$ cat src/rtl/mem_arbiter_if.sv
// Bus bundle between the CPU/debug requesters, the arbiter and a single-port memory.
// The arbiter connects through the slave modport; the requester/memory side uses master.
interface mem_arbiter_if #(
  parameter int DW = 16,
  parameter int AW = 16
);
  logic          cpu_req;
  logic          cpu_we;
  logic [AW-1:0] cpu_adr;
  logic [DW-1:0] cpu_wdata;
  logic          cpu_done;
  logic [DW-1:0] cpu_rdata;
  logic          dbg_req;
  logic          dbg_we;
  logic [AW-1:0] dbg_adr;
  logic [DW-1:0] dbg_wdata;
  logic          dbg_done;
  logic [DW-1:0] dbg_rdata;
  logic [AW-1:0] mem_adr;
  logic [DW-1:0] mem_wdata;
  logic          mem_we;
  logic [DW-1:0] mem_rdata;
  logic [1:0]    owner;

  modport slave (
    input  cpu_req, cpu_we, cpu_adr, cpu_wdata,
    input  dbg_req, dbg_we, dbg_adr, dbg_wdata,
    input  mem_rdata,
    output cpu_done, cpu_rdata, dbg_done, dbg_rdata,
    output mem_adr, mem_wdata, mem_we, owner
  );

  modport master (
    output cpu_req, cpu_we, cpu_adr, cpu_wdata,
    output dbg_req, dbg_we, dbg_adr, dbg_wdata,
    output mem_rdata,
    input  cpu_done, cpu_rdata, dbg_done, dbg_rdata,
    input  mem_adr, mem_wdata, mem_we, owner
  );
endinterface

$ cat src/rtl/mem_arbiter.sv
// Two-requester (CPU / debug loader) arbiter for a single-port memory with a fixed
// three-cycle IDLE -> ACCESS -> DONE transaction and round-robin or CPU-priority arbitration.
module mem_arbiter #(
  parameter int DW = 16,
  parameter int AW = 16,
  parameter int RR = 1
) (
  input logic          clk,
  input logic          reset,
  mem_arbiter_if.slave bus
);

  typedef enum logic [1:0] {IDLE = 2'b00, ACCESS = 2'b01, DONE = 2'b10} state_e;

  state_e        state_q, state_d;
  logic          last_dbg_q, last_dbg_d;
  logic          own_dbg_q, own_dbg_d;
  logic          we_q, we_d;
  logic [AW-1:0] adr_q, adr_d;
  logic [DW-1:0] wdata_q, wdata_d;
  logic [DW-1:0] cpu_rdata_q, cpu_rdata_d;
  logic [DW-1:0] dbg_rdata_q, dbg_rdata_d;
  logic          grant_cpu, grant_dbg, grant;
  logic          done_act;

  // On a tie, round-robin favours whoever was not granted last; otherwise the CPU wins.
  always_comb begin
    grant_cpu = 1'b0;
    grant_dbg = 1'b0;
    if (bus.cpu_req && bus.dbg_req) begin
      if (RR == 0 || last_dbg_q) grant_cpu = 1'b1;
      else                       grant_dbg = 1'b1;
    end else begin
      grant_cpu = bus.cpu_req;
      grant_dbg = bus.dbg_req;
    end
  end

  assign grant = (state_q == IDLE) && (grant_cpu || grant_dbg);

  always_ff @(posedge clk) begin
    if (reset) state_q <= IDLE;
    else       state_q <= state_d;
  end

  always_comb begin
    state_d = state_q;
    case (state_q)
      IDLE:    if (grant) state_d = ACCESS;
      ACCESS:  state_d = DONE;
      DONE:    state_d = IDLE;
      default: state_d = IDLE;
    endcase
  end

  // Done is masked by reset so a reset landing in DONE aborts without a pulse.
  always_comb begin
    done_act      = (state_q == DONE) && !reset;
    bus.mem_we    = (state_q == ACCESS) && we_q;
    bus.mem_adr   = adr_q;
    bus.mem_wdata = wdata_q;
    bus.cpu_done  = done_act && !own_dbg_q;
    bus.dbg_done  = done_act && own_dbg_q;
    bus.cpu_rdata = (bus.cpu_done && !we_q) ? bus.mem_rdata : cpu_rdata_q;
    bus.dbg_rdata = (bus.dbg_done && !we_q) ? bus.mem_rdata : dbg_rdata_q;
    case (state_q)
      ACCESS, DONE: bus.owner = own_dbg_q ? 2'b10 : 2'b01;
      default:      bus.owner = 2'b00;
    endcase
  end

  // Winner's request is captured at grant so later input changes cannot disturb it.
  always_comb begin
    last_dbg_d  = last_dbg_q;
    own_dbg_d   = own_dbg_q;
    we_d        = we_q;
    adr_d       = adr_q;
    wdata_d     = wdata_q;
    cpu_rdata_d = bus.cpu_rdata;
    dbg_rdata_d = bus.dbg_rdata;
    if (grant) begin
      last_dbg_d = grant_dbg;
      own_dbg_d  = grant_dbg;
      we_d       = grant_dbg ? bus.dbg_we    : bus.cpu_we;
      adr_d      = grant_dbg ? bus.dbg_adr   : bus.cpu_adr;
      wdata_d    = grant_dbg ? bus.dbg_wdata : bus.cpu_wdata;
    end
  end

  always_ff @(posedge clk) begin
    if (reset) begin
      last_dbg_q  <= 1'b1;
      own_dbg_q   <= 1'b0;
      we_q        <= 1'b0;
      adr_q       <= '0;
      wdata_q     <= '0;
      cpu_rdata_q <= '0;
      dbg_rdata_q <= '0;
    end else begin
      last_dbg_q  <= last_dbg_d;
      own_dbg_q   <= own_dbg_d;
      we_q        <= we_d;
      adr_q       <= adr_d;
      wdata_q     <= wdata_d;
      cpu_rdata_q <= cpu_rdata_d;
      dbg_rdata_q <= dbg_rdata_d;
    end
  end

endmodule

$ cat src/flat_wrapper.sv
// flat-port wrapper written by rule: the top's interface ports become plain ports
module mem_arbiter_flat 
#(
  parameter int DW = 16,
  parameter int AW = 16,
  parameter int RR = 1
)
  (clk, reset, bus_cpu_req, bus_cpu_we, bus_cpu_adr, bus_cpu_wdata, bus_dbg_req, bus_dbg_we, bus_dbg_adr, bus_dbg_wdata, bus_mem_rdata, bus_cpu_done, bus_cpu_rdata, bus_dbg_done, bus_dbg_rdata, bus_mem_adr, bus_mem_wdata, bus_mem_we, bus_owner);
  mem_arbiter_if #(.DW(DW), .AW(AW)) bus_i ();
  input logic clk;
  input logic reset;
  input wire logic [$bits(bus_i.cpu_req)-1:0] bus_cpu_req;
  input wire logic [$bits(bus_i.cpu_we)-1:0] bus_cpu_we;
  input wire logic [$bits(bus_i.cpu_adr)-1:0] bus_cpu_adr;
  input wire logic [$bits(bus_i.cpu_wdata)-1:0] bus_cpu_wdata;
  input wire logic [$bits(bus_i.dbg_req)-1:0] bus_dbg_req;
  input wire logic [$bits(bus_i.dbg_we)-1:0] bus_dbg_we;
  input wire logic [$bits(bus_i.dbg_adr)-1:0] bus_dbg_adr;
  input wire logic [$bits(bus_i.dbg_wdata)-1:0] bus_dbg_wdata;
  input wire logic [$bits(bus_i.mem_rdata)-1:0] bus_mem_rdata;
  output wire logic [$bits(bus_i.cpu_done)-1:0] bus_cpu_done;
  output wire logic [$bits(bus_i.cpu_rdata)-1:0] bus_cpu_rdata;
  output wire logic [$bits(bus_i.dbg_done)-1:0] bus_dbg_done;
  output wire logic [$bits(bus_i.dbg_rdata)-1:0] bus_dbg_rdata;
  output wire logic [$bits(bus_i.mem_adr)-1:0] bus_mem_adr;
  output wire logic [$bits(bus_i.mem_wdata)-1:0] bus_mem_wdata;
  output wire logic [$bits(bus_i.mem_we)-1:0] bus_mem_we;
  output wire logic [$bits(bus_i.owner)-1:0] bus_owner;
  assign bus_i.cpu_req = bus_cpu_req;
  assign bus_i.cpu_we = bus_cpu_we;
  assign bus_i.cpu_adr = bus_cpu_adr;
  assign bus_i.cpu_wdata = bus_cpu_wdata;
  assign bus_i.dbg_req = bus_dbg_req;
  assign bus_i.dbg_we = bus_dbg_we;
  assign bus_i.dbg_adr = bus_dbg_adr;
  assign bus_i.dbg_wdata = bus_dbg_wdata;
  assign bus_i.mem_rdata = bus_mem_rdata;
  assign bus_cpu_done = bus_i.cpu_done;
  assign bus_cpu_rdata = bus_i.cpu_rdata;
  assign bus_dbg_done = bus_i.dbg_done;
  assign bus_dbg_rdata = bus_i.dbg_rdata;
  assign bus_mem_adr = bus_i.mem_adr;
  assign bus_mem_wdata = bus_i.mem_wdata;
  assign bus_mem_we = bus_i.mem_we;
  assign bus_owner = bus_i.owner;
  mem_arbiter #(.DW(DW), .AW(AW), .RR(RR)) u_core (.clk(clk), .reset(reset), .bus(bus_i));
endmodule
$ cat config.mk
export PLATFORM = sky130hd
export DESIGN_NAME = mem_arbiter_flat
export DESIGN_NICKNAME = d
export VERILOG_FILES = /design/src/rtl/mem_arbiter_if.sv /design/src/rtl/mem_arbiter.sv /design/src/flat_wrapper.sv
export SDC_FILE = /design/constraint.sdc
export NUM_CORES = 1
export LEC_CHECK = 0
export ABC_AREA = 1
export BUFFER_PORTS_ARGS = -buffer_cell sky130_fd_sc_hd__buf_2
export CAP_MARGIN = 20
export CORE_MARGIN = 3
export CORE_UTILIZATION = 35
export CTS_CLUSTER_DIAMETER = 100
export CTS_CLUSTER_SIZE = 30
export DETAILED_ROUTE_END_ITERATION = 10
export PLACE_DENSITY = 0.7
export REMOVE_ABC_BUFFERS = 1
export SLEW_MARGIN = 10
export SYNTH_ARGS = -nofsm -noshare
export SYNTH_HDL_FRONTEND = slang
export SYNTH_SLANG_ARGS = --single-unit
$ cat constraint.sdc
create_clock -name clk -period 1.4 [get_ports clk]
set_clock_uncertainty 0.1 [all_clocks]
set_input_delay 0.07 -clock clk [delete_from_list [all_inputs] [get_ports clk]]
set_output_delay 0.07 -clock clk [all_outputs]
set_load 0.01 [all_outputs]
==> results of run 1 <==
[state kept, by name, summed over array words and instances, names as in the netlist]
register              cells
u_core.bus.mem_adr       16
u_core.bus.mem_wdata     16
u_core.cpu_rdata_q       16
u_core.dbg_rdata_q       16
u_core.last_dbg_q         1
u_core.own_dbg_q          1
u_core.state_q            2
u_core.we_q               1
[where the power goes]
part           internal [W]  leakage, nW  switching [W]
Clock              0.000716       0.0881       0.000727
Combinational       0.00132         3.00        0.00130
Sequential          0.00216        0.567       0.000122
[cell families after synthesis]
kind of cell,after synthesis
AND/OR/NAND/NOR,314
buffers and inverters,157
flip-flops,69
AO/OA/AOI/OAI,36
adder cells (fa/ha/maj),5
[critical path, cell delays in order, from the launching register on]
cell and delay (ps):
dfxtp_2 330, inv_2 70, ha_4 130, inv_4 40
nor2_8 150, buf_12 140, nand3_4 160, nand2_1 130
nand2_1 90, inv_1 70, buf_2 120
[per-stage QoR]
stage               TNS [ps]  setup WS, ps
global placement       -7540          -137
finish                -29840          -542
global route          -37130          -651
floorplan             -38190          -876
detailed placement    -10310          -192
CTS                   -34130          -521
[synth_stat cells, types with 2 or more instances]
master    instances  area share
nand2_1         137        0.14
nor2_1          137        0.14
inv_1           123        0.13
dfxtp_1          69        0.39
o21ai_0          35       0.049
nand4_1          32       0.056
clkbuf_1         13       0.014
buf_2            10       0.014
buf_4             5       0.010
ha_1              5       0.017
buf_6             3      0.0094
inv_2             2      0.0021
nand3_1           2      0.0028
nand3_4           2      0.0098
nor3_1            2      0.0028
[routing by layer]
metal	up-vias	routed length, um	global-route usage
met1	2165	5560	0.270
met2	268	7340	0.382
li1	2276	-	-
met3	34	1490	0.0759
met4	0	336	0.0749
met5	-	0	0
[cell type report]
| class | instances | area (um^2) |
|---|---|---|
| multi-input cells | 357 | 2030 |
| fillers | 713 | 3070 |
| flip-flops and latches | 69 | 1390 |
| repair buffers | 296 | 2570 |
| well taps | 133 | 166 |
| clock buffers | 12 | 155 |
| clock inverters | 2 | 10.0 |
| inverters | 125 | 477 |
[what timing repair did]
item / in CTS / in global routing
hold buffers: 73 / 0
endpoints found under the hold margin: 41 / 0
gates resized for setup: 96 / 175
setup buffers: 33 / 26
pin swaps: 34 / 73
gates cloned: 10 / 2
setup endpoints to repair: 104 / 106
[path summary, 6_finish.rpt]
path | from | end | slack, ps
setup / recovery | u_core.state_q[0] | bus_cpu_rdata[13] | -540
hold / removal | bus_mem_rdata[4] | u_core.dbg_rdata_q[4] | 30
setup reg to reg | u_core.state_q[0] | u_core.bus.mem_wdata[3] | -390
hold reg to reg | u_core.last_dbg_q | u_core.last_dbg_q | 370
==> impl_metrics.ini, run 1 <==
[run_status]
status = finished, violations left
violations = setup timing

[placement]
dpl-instance-area_um2 = 4570
port_buffers = 154
dp.cells = 856
place.gp.congestion = 0.779
hpwlAfterDp_mm = 6.56

[synth]
syn_inst = 581
synth_edf_count = 0
synth_warnings = 0
async_flop_share = 0
synth_top_family_by_area = simple AND/OR/NAND/NOR gates
ys_seq_area_frac = 0.386
synth_cell_type_count = 19
yosys.area_share.adder = 0.0175
synth-seq-cells = 69
synthXorXnorAreaFrac = 0
synth.cell_area_um2 = 3580
syn_area_per_cell_um2 = 6.16
synth-simple-area-share = 0.366
synthMuxAreaShare = 0
synth_compound_area_frac = 0.0504
ys.flop_type = dfxtp_1

[timing]
slew_headroom = 0.748
hold_slack_ps = 33.4
tightest_slew_ps = 377
rsz0062_at_grt = yes
worst_slack_ps = -542
finalSetupViolations = 104
final_hold_viol_count = 0
maxClockFrequency_mhz = 515
period_minus_slack_ps = 1940
min_period_over_period = 1.39
final_max_slew_viol_count = 0

[min_path]
holdPathStages = 5
holdCritPathClass = in2reg

[cells_and_area]
stdcell_area_um2 = 6800
finish.net_count = 949
final_common_cell = buf_2
layout-drive-gt1-share = 0.451
layout_common_cells = 134 x buf_2, 109 x nor2_1, 97 x inv_1
area_growth_pct = 90.1
fin_cells = 994
antenna_cells = 0
utilization = 0.689

[clock_network]
cts_buffers = 9
cts_max_path_buffers = 2
clock-sinks = 69
clkLatencyLatePin_ps = 340
root_buffer = clkbuf_8
cts_tree = built
clk_pin_slew_worst_paths_ps = 80
htreeDepth = 3

[grt]
grt_overflow = 0
grt_first_pass_wirelength_mm = 21.2
antenna_found_initial = 0
grt_pass1_vias = 4553
grt_max_degree = 67
grtUsageTotal = 0.227

[flow_run]
maxCapViolCount = 0

[detailed_routing]
ant_nets = 0
finalWirelength_mm = 14.7
post_drt_wl_per_cell_um = 14.8
vias = 4743
vias_per_cell = 4.77
drc = 0
dr.first_iter.drc_count = 234
first_pass_iters = 5

[worst_setup_path]
arrival_ps = 1770
critPathKind = reg2out
critPathCaptureType = output pin
critPathLaunchType = flop
crit_fanout = 8
r2r_cells = 12
worstPathRequired_ps = 1230

[pwr]
p_leak_nw = 3.65
peakVddDrop_mv = 0.587
power_w = 0.00635
powerDensity_nw_per_um2 = 933

[floorplanning]
dieArea_um2 = 11500
ios = 155
fp.coreArea_um2 = 9860
placementRows = 36
initial_core_util = 0.363
dieWidth_um = 107
die_h_um = 107
(Power assumes the default switching activity.)
==> run 2, diff against run 1 <==
Settings changed: HOLD_SLACK_MARGIN set to 0.1, PLACE_DENSITY 0.7 to 0.73.
==> run 2 against run 1 <==
The flow still finishes with violations (setup timing); wire length increased by 4.4%; critical endpoint is now bus_dbg_rdata[12]; first-iteration DRC count rose by 44%; critical path depth unchanged; critical path type unchanged; total power decreased by 0.29%; cell count shrank 0.10%; hold slack improved by 160 ps; flip-flop and latch count stayed put; core utilization decreased by 1.6 points; global-route usage increased by 2.5 points.
==> impl_metrics.ini, run 2 (synthesized netlist as in run 1, its figures left out) <==
[grt]
use_met2 = 0.399
grt_max_degree = 54
grt_overflow = 0
grtUsageMet3 = 0.0969
top_usage_layer = met2
antenna_found_initial = 0
grt_first_pass_wirelength_mm = 23.1
grt_pass1_vias = 4812
use_met1 = 0.304
grtUsageTotal = 0.252

[cells_and_area]
fin_cells = 993
utilization = 0.673
layout-drive-gt1-share = 0.411
area_growth_pct = 85.6
stdcell_area_um2 = 6640
final_common_cell = buf_2
finish.net_count = 946
layout_common_cells = 137 x buf_2, 112 x nor2_1, 100 x inv_1

[worst_setup_path]
slowest_delay_ps = 330
worstSetupPathDepth = 10
critPathCaptureType = output pin
crit_family = simple AND/OR/NAND/NOR gates
crit_fanout = 8
cp_cell_sequence = inv_2 > ha_4 > inv_4 > nor2_8 > buf_12 > nand3_4 > nand2_1 > nand2_1 > inv_1 > buf_2
critPathSlowestCell = dfxtp_2
r2r_cells = 10
rr_endpoint = u_core.bus.mem_adr[7]
critPathLaunchType = flop
arrival_ps = 1730
worstPathRequired_ps = 1230
critPathKind = reg2out
path_common_cell = nand2_1
worst-path-buf-inv = 5
r2r-start = u_core.state_q[0]
r2r_setup_slack_ps = -300

[placement]
hpwlAfterDp_mm = 6.68
dp.cells = 852
dpl-instance-area_um2 = 4540
port_buffers = 154
place.gp.congestion = 0.755

[floorplanning]
dieWidth_um = 107
ios = 155
die_h_um = 107
placementRows = 36
initial_core_util = 0.363
fp.coreArea_um2 = 9860
dieArea_um2 = 11500

[clock_network]
clock-sinks = 69
htreeDepth = 3
cts_tree = built
cts_max_path_buffers = 2
clkLatencyLatePin_ps = 340
clk_pin_slew_worst_paths_ps = 70
cts_buffers = 9
root_buffer = clkbuf_8

[min_path]
min_to = u_core.dbg_rdata_q[11]
holdCritPathClass = in2reg
holdPathStages = 3
hp-start = reset

[timing]
tightest_slew_ps = 372
slew_headroom = 0.751
period_minus_slack_ps = 1900
maxClockFrequency_mhz = 526
hold_slack_ps = 192
rsz0062_at_grt = yes
min_period_over_period = 1.36
final_hold_viol_count = 0
finalSetupViolations = 98
final_max_slew_viol_count = 0
worst_slack_ps = -500

[detailed_routing]
vias = 4853
ant_nets = 0
dr.first_iter.drc_count = 337
first_pass_iters = 5
vias_per_cell = 4.89
drc = 0
finalWirelength_mm = 15.4
post_drt_wl_per_cell_um = 15.5

[pwr]
p_sw_w = 0.00219
p_leak_nw = 3.60
pwr-share-seq = 0.360
power_w = 0.00633
peakVddDrop_mv = 0.503
p_sw_frac = 0.346
p_int_w = 0.00414
pwr-share-clk = 0.224
powerDensity_nw_per_um2 = 953
comb_power_share = 0.417

[run_status]
status = finished, violations left
violations = setup timing

[flow_run]
maxCapViolCount = 0
-- run 2: cell type report --
class                   count  area, um^2
multi-input cells         357        1950
repair buffers            293        2500
inverters                 125         477
fillers                   736        3230
flip-flops and latches     69        1390
diodes                      1        2.50
clock inverters             2        10.0
clock buffers              13         149
well taps                 133         166
-- run 2: timing repair --
| action | 4_1_cts | 5_1_grt |
|---|---|---|
| buffers inserted | 20 | 18 |
| pin swaps | 22 | 55 |
| hold buffers | 86 | 0 |
| gates resized for setup | 77 | 151 |
| cloned | 14 | 0 |
| endpoints found under the setup margin | 104 | 106 |
| endpoints found under the hold margin | 68 | 0 |
-- run 2: how the worst max path moves through the flow --
| stage | start | end |
|---|---|---|
| floorplan | u_core.state_q[0] | u_core.last_dbg_q |
| global placement | u_core.state_q[0] | bus_cpu_rdata[1] |
| global route | u_core.state_q[0] | bus_dbg_rdata[12] |
| finish | u_core.state_q[0] | bus_dbg_rdata[12] |
| detailed placement | u_core.state_q[0] | bus_cpu_rdata[1] |
| CTS | u_core.state_q[0] | bus_cpu_rdata[1] |
-- run 2: per-layer routing --
layer	routed length (um)	part of all wire
met1	5820	0.38
met2	7280	0.47
met3	1720	0.11
met4	553	0.036
met5	0	0
-- run 2: through the flow --
stage / worst slack, ps / TNS [ps]
3_3_place_gp: -123 / -3980
5_1_grt: -603 / -34480
6_report: -500 / -24730
2_1_floorplan: -876 / -38190
3_5_place_dp: -156 / -7210
4_1_cts: -470 / -28060
-- run 2: worst min-delay path: stages --
cell and delay (ps):
buf_2 150, buf_4 260, nor2_1 120
-- run 2: power groups by stage --
stage / Sequential (W) / Clock (W) / Combinational [W]
2_1_floorplan: 0.00236 / 0 / 0.000692
3_3_place_gp: 0.00228 / 0 / 0.00141
3_5_place_dp: 0.00229 / 0 / 0.00143
4_1_cts: 0.00227 / 0.00145 / 0.00235
5_1_grt: 0.00230 / 0.00154 / 0.00282
6_report: 0.00228 / 0.00142 / 0.00264
==> run 3, diff against run 2 <==
Settings changed: RECOVER_POWER set to 50.
==> run 3 against run 2 <==
The run still ends with setup timing left; first-iteration DRC count rose by 6.5%; sequential share of layout area is 0.067 points higher; worst setup slack better by 4.3 ps; clock power barely moved; flip-flop and latch count stayed put; non-clock buffer count stayed put; sequential power about the same; critical path type unchanged; critical endpoint unchanged; largest power group unchanged; highest routed layer unchanged.
==> impl_metrics.ini, run 3 (synthesized netlist as in run 1, its figures left out) <==
[clock_network]
clock-sinks = 69
clkLatencyLatePin_ps = 340
root_buffer = clkbuf_8
htreeDepth = 3
clk_pin_slew_worst_paths_ps = 70
cts_max_path_buffers = 2
cts_buffers = 9
cts_tree = built

[detailed_routing]
dr.first_iter.drc_count = 359
vias_per_cell = 4.86
finalWirelength_mm = 15.4
ant_nets = 0
post_drt_wl_per_cell_um = 15.5
drc = 0
vias = 4823
first_pass_iters = 5

[floorplanning]
dieArea_um2 = 11500
dieWidth_um = 107
fp.coreArea_um2 = 9860
initial_core_util = 0.363
die_h_um = 107
ios = 155
placementRows = 36

[worst_setup_path]
r2r_setup_slack_ps = -300
cp_cell_sequence = inv_2 > ha_4 > inv_4 > nor2_8 > buf_12 > nand3_4 > nand2_1 > nand2_1 > inv_1 > buf_2
critPathSlowestCell = dfxtp_2
arrival_ps = 1730
path_common_cell = nand2_1
critPathKind = reg2out
worstPathRequired_ps = 1230
critPathLaunchType = flop
critPathCaptureType = output pin
slowest_delay_ps = 330
r2r_cells = 10
crit_fanout = 8

[grt]
grt_first_pass_wirelength_mm = 23.1
grt_overflow = 0
antenna_found_initial = 0
grt_pass1_vias = 4812
grt_max_degree = 54
grtUsageTotal = 0.252

[timing]
tightest_slew_ps = 367
period_minus_slack_ps = 1900
final_max_slew_viol_count = 0
slew_headroom = 0.755
maxClockFrequency_mhz = 528
min_period_over_period = 1.35
rsz0062_at_grt = yes
worst_slack_ps = -495
setup_tns_ps = -24550
final_hold_viol_count = 0
finalSetupViolations = 98

[placement]
place.gp.congestion = 0.755
port_buffers = 154
hpwlAfterDp_mm = 6.68

[min_path]
holdCritPathClass = in2reg
holdPathStages = 3

[pwr]
peakVddDrop_mv = 0.504
p_leak_nw = 3.53
power_w = 0.00631
powerDensity_nw_per_um2 = 953

[flow_run]
maxCapViolCount = 0

[cells_and_area]
nFillCells = 751
layout_common_cells = 120 x buf_2, 112 x nor2_1, 100 x inv_1
area_growth_pct = 85.0
layout-drive-gt1-share = 0.391
final_common_cell = buf_2
finish.net_count = 946
utilization = 0.671

[run_status]
violations = setup timing
status = finished, violations left
## run 3: changes by cell type in the layout (fill, tap and decap cells not counted)
cell / previous run / this run
buf_2: 137 / 120
clkbuf_1: 3 / 20
## run 3: power by group
group	switching, W	internal (W)	leakage (nW)	total (W)
Combinational	0.00134	0.00128	2.88	0.00262
Clock	0.000732	0.000679	0.0833	0.00141
Sequential	0.000120	0.00216	0.567	0.00228
## run 3: routing by layer
metal | share of wire | routed length [um] | GRT usage | vias to the layer above
li1 | - | - | - | 2269
met1 | 0.38 | 5770 | 0.304 | 2178
met2 | 0.47 | 7250 | 0.399 | 315
met3 | 0.11 | 1750 | 0.0969 | 61
met4 | 0.039 | 601 | 0.108 | 0
met5 | 0 | 0 | 0 | -
## run 3: area by class of cell
cell class                 instances  area [um^2]  area share
timing repair buffer             293         2470       0.374
multi-input combinational        357         1950       0.294
sequential                        69         1390       0.210
inverter                         125          477      0.0720
tap                              133          166      0.0252
clock buffer                      13          149      0.0225
clock inverter                     2         10.0     0.00151
antenna                            1         2.50    0.000378
## run 3: repair_timing
item,4_1_cts,5_1_grt
setup endpoints to repair,104,106
resized for setup,77,151
setup buffers,20,18
cloned,14,0
pin swaps,22,55
hold buffers,86,0
endpoints found under the hold margin,68,0
## run 3: through the flow
step                instances  hold slack, ps  setup slack (ps)  area (um^2)
floorplan                 549            39.1              -876         3400
global placement          852             265              -123         4540
detailed placement        852             270              -156         4540
CTS                       987             146              -470         6280
global route              992             184              -603         6610
finish                    993             197              -495         6620
## run 3: worst max-delay path, delay by kind of cell, from the launching register on
kind | cells | cell delay [ps]
AND/OR/NAND/NOR | 4 | 500
flip-flops | 1 | 330
buffers and inverters | 5 | 410
adder cells (fa/ha/maj) | 1 | 140
## run 3: final timing paths
check / start / to
min reg2reg: u_core.last_dbg_q / u_core.last_dbg_q
max: u_core.state_q[0] / bus_dbg_rdata[12]
max reg2reg: u_core.state_q[1] / u_core.bus.mem_adr[7]
min: reset / u_core.cpu_rdata_q[1]
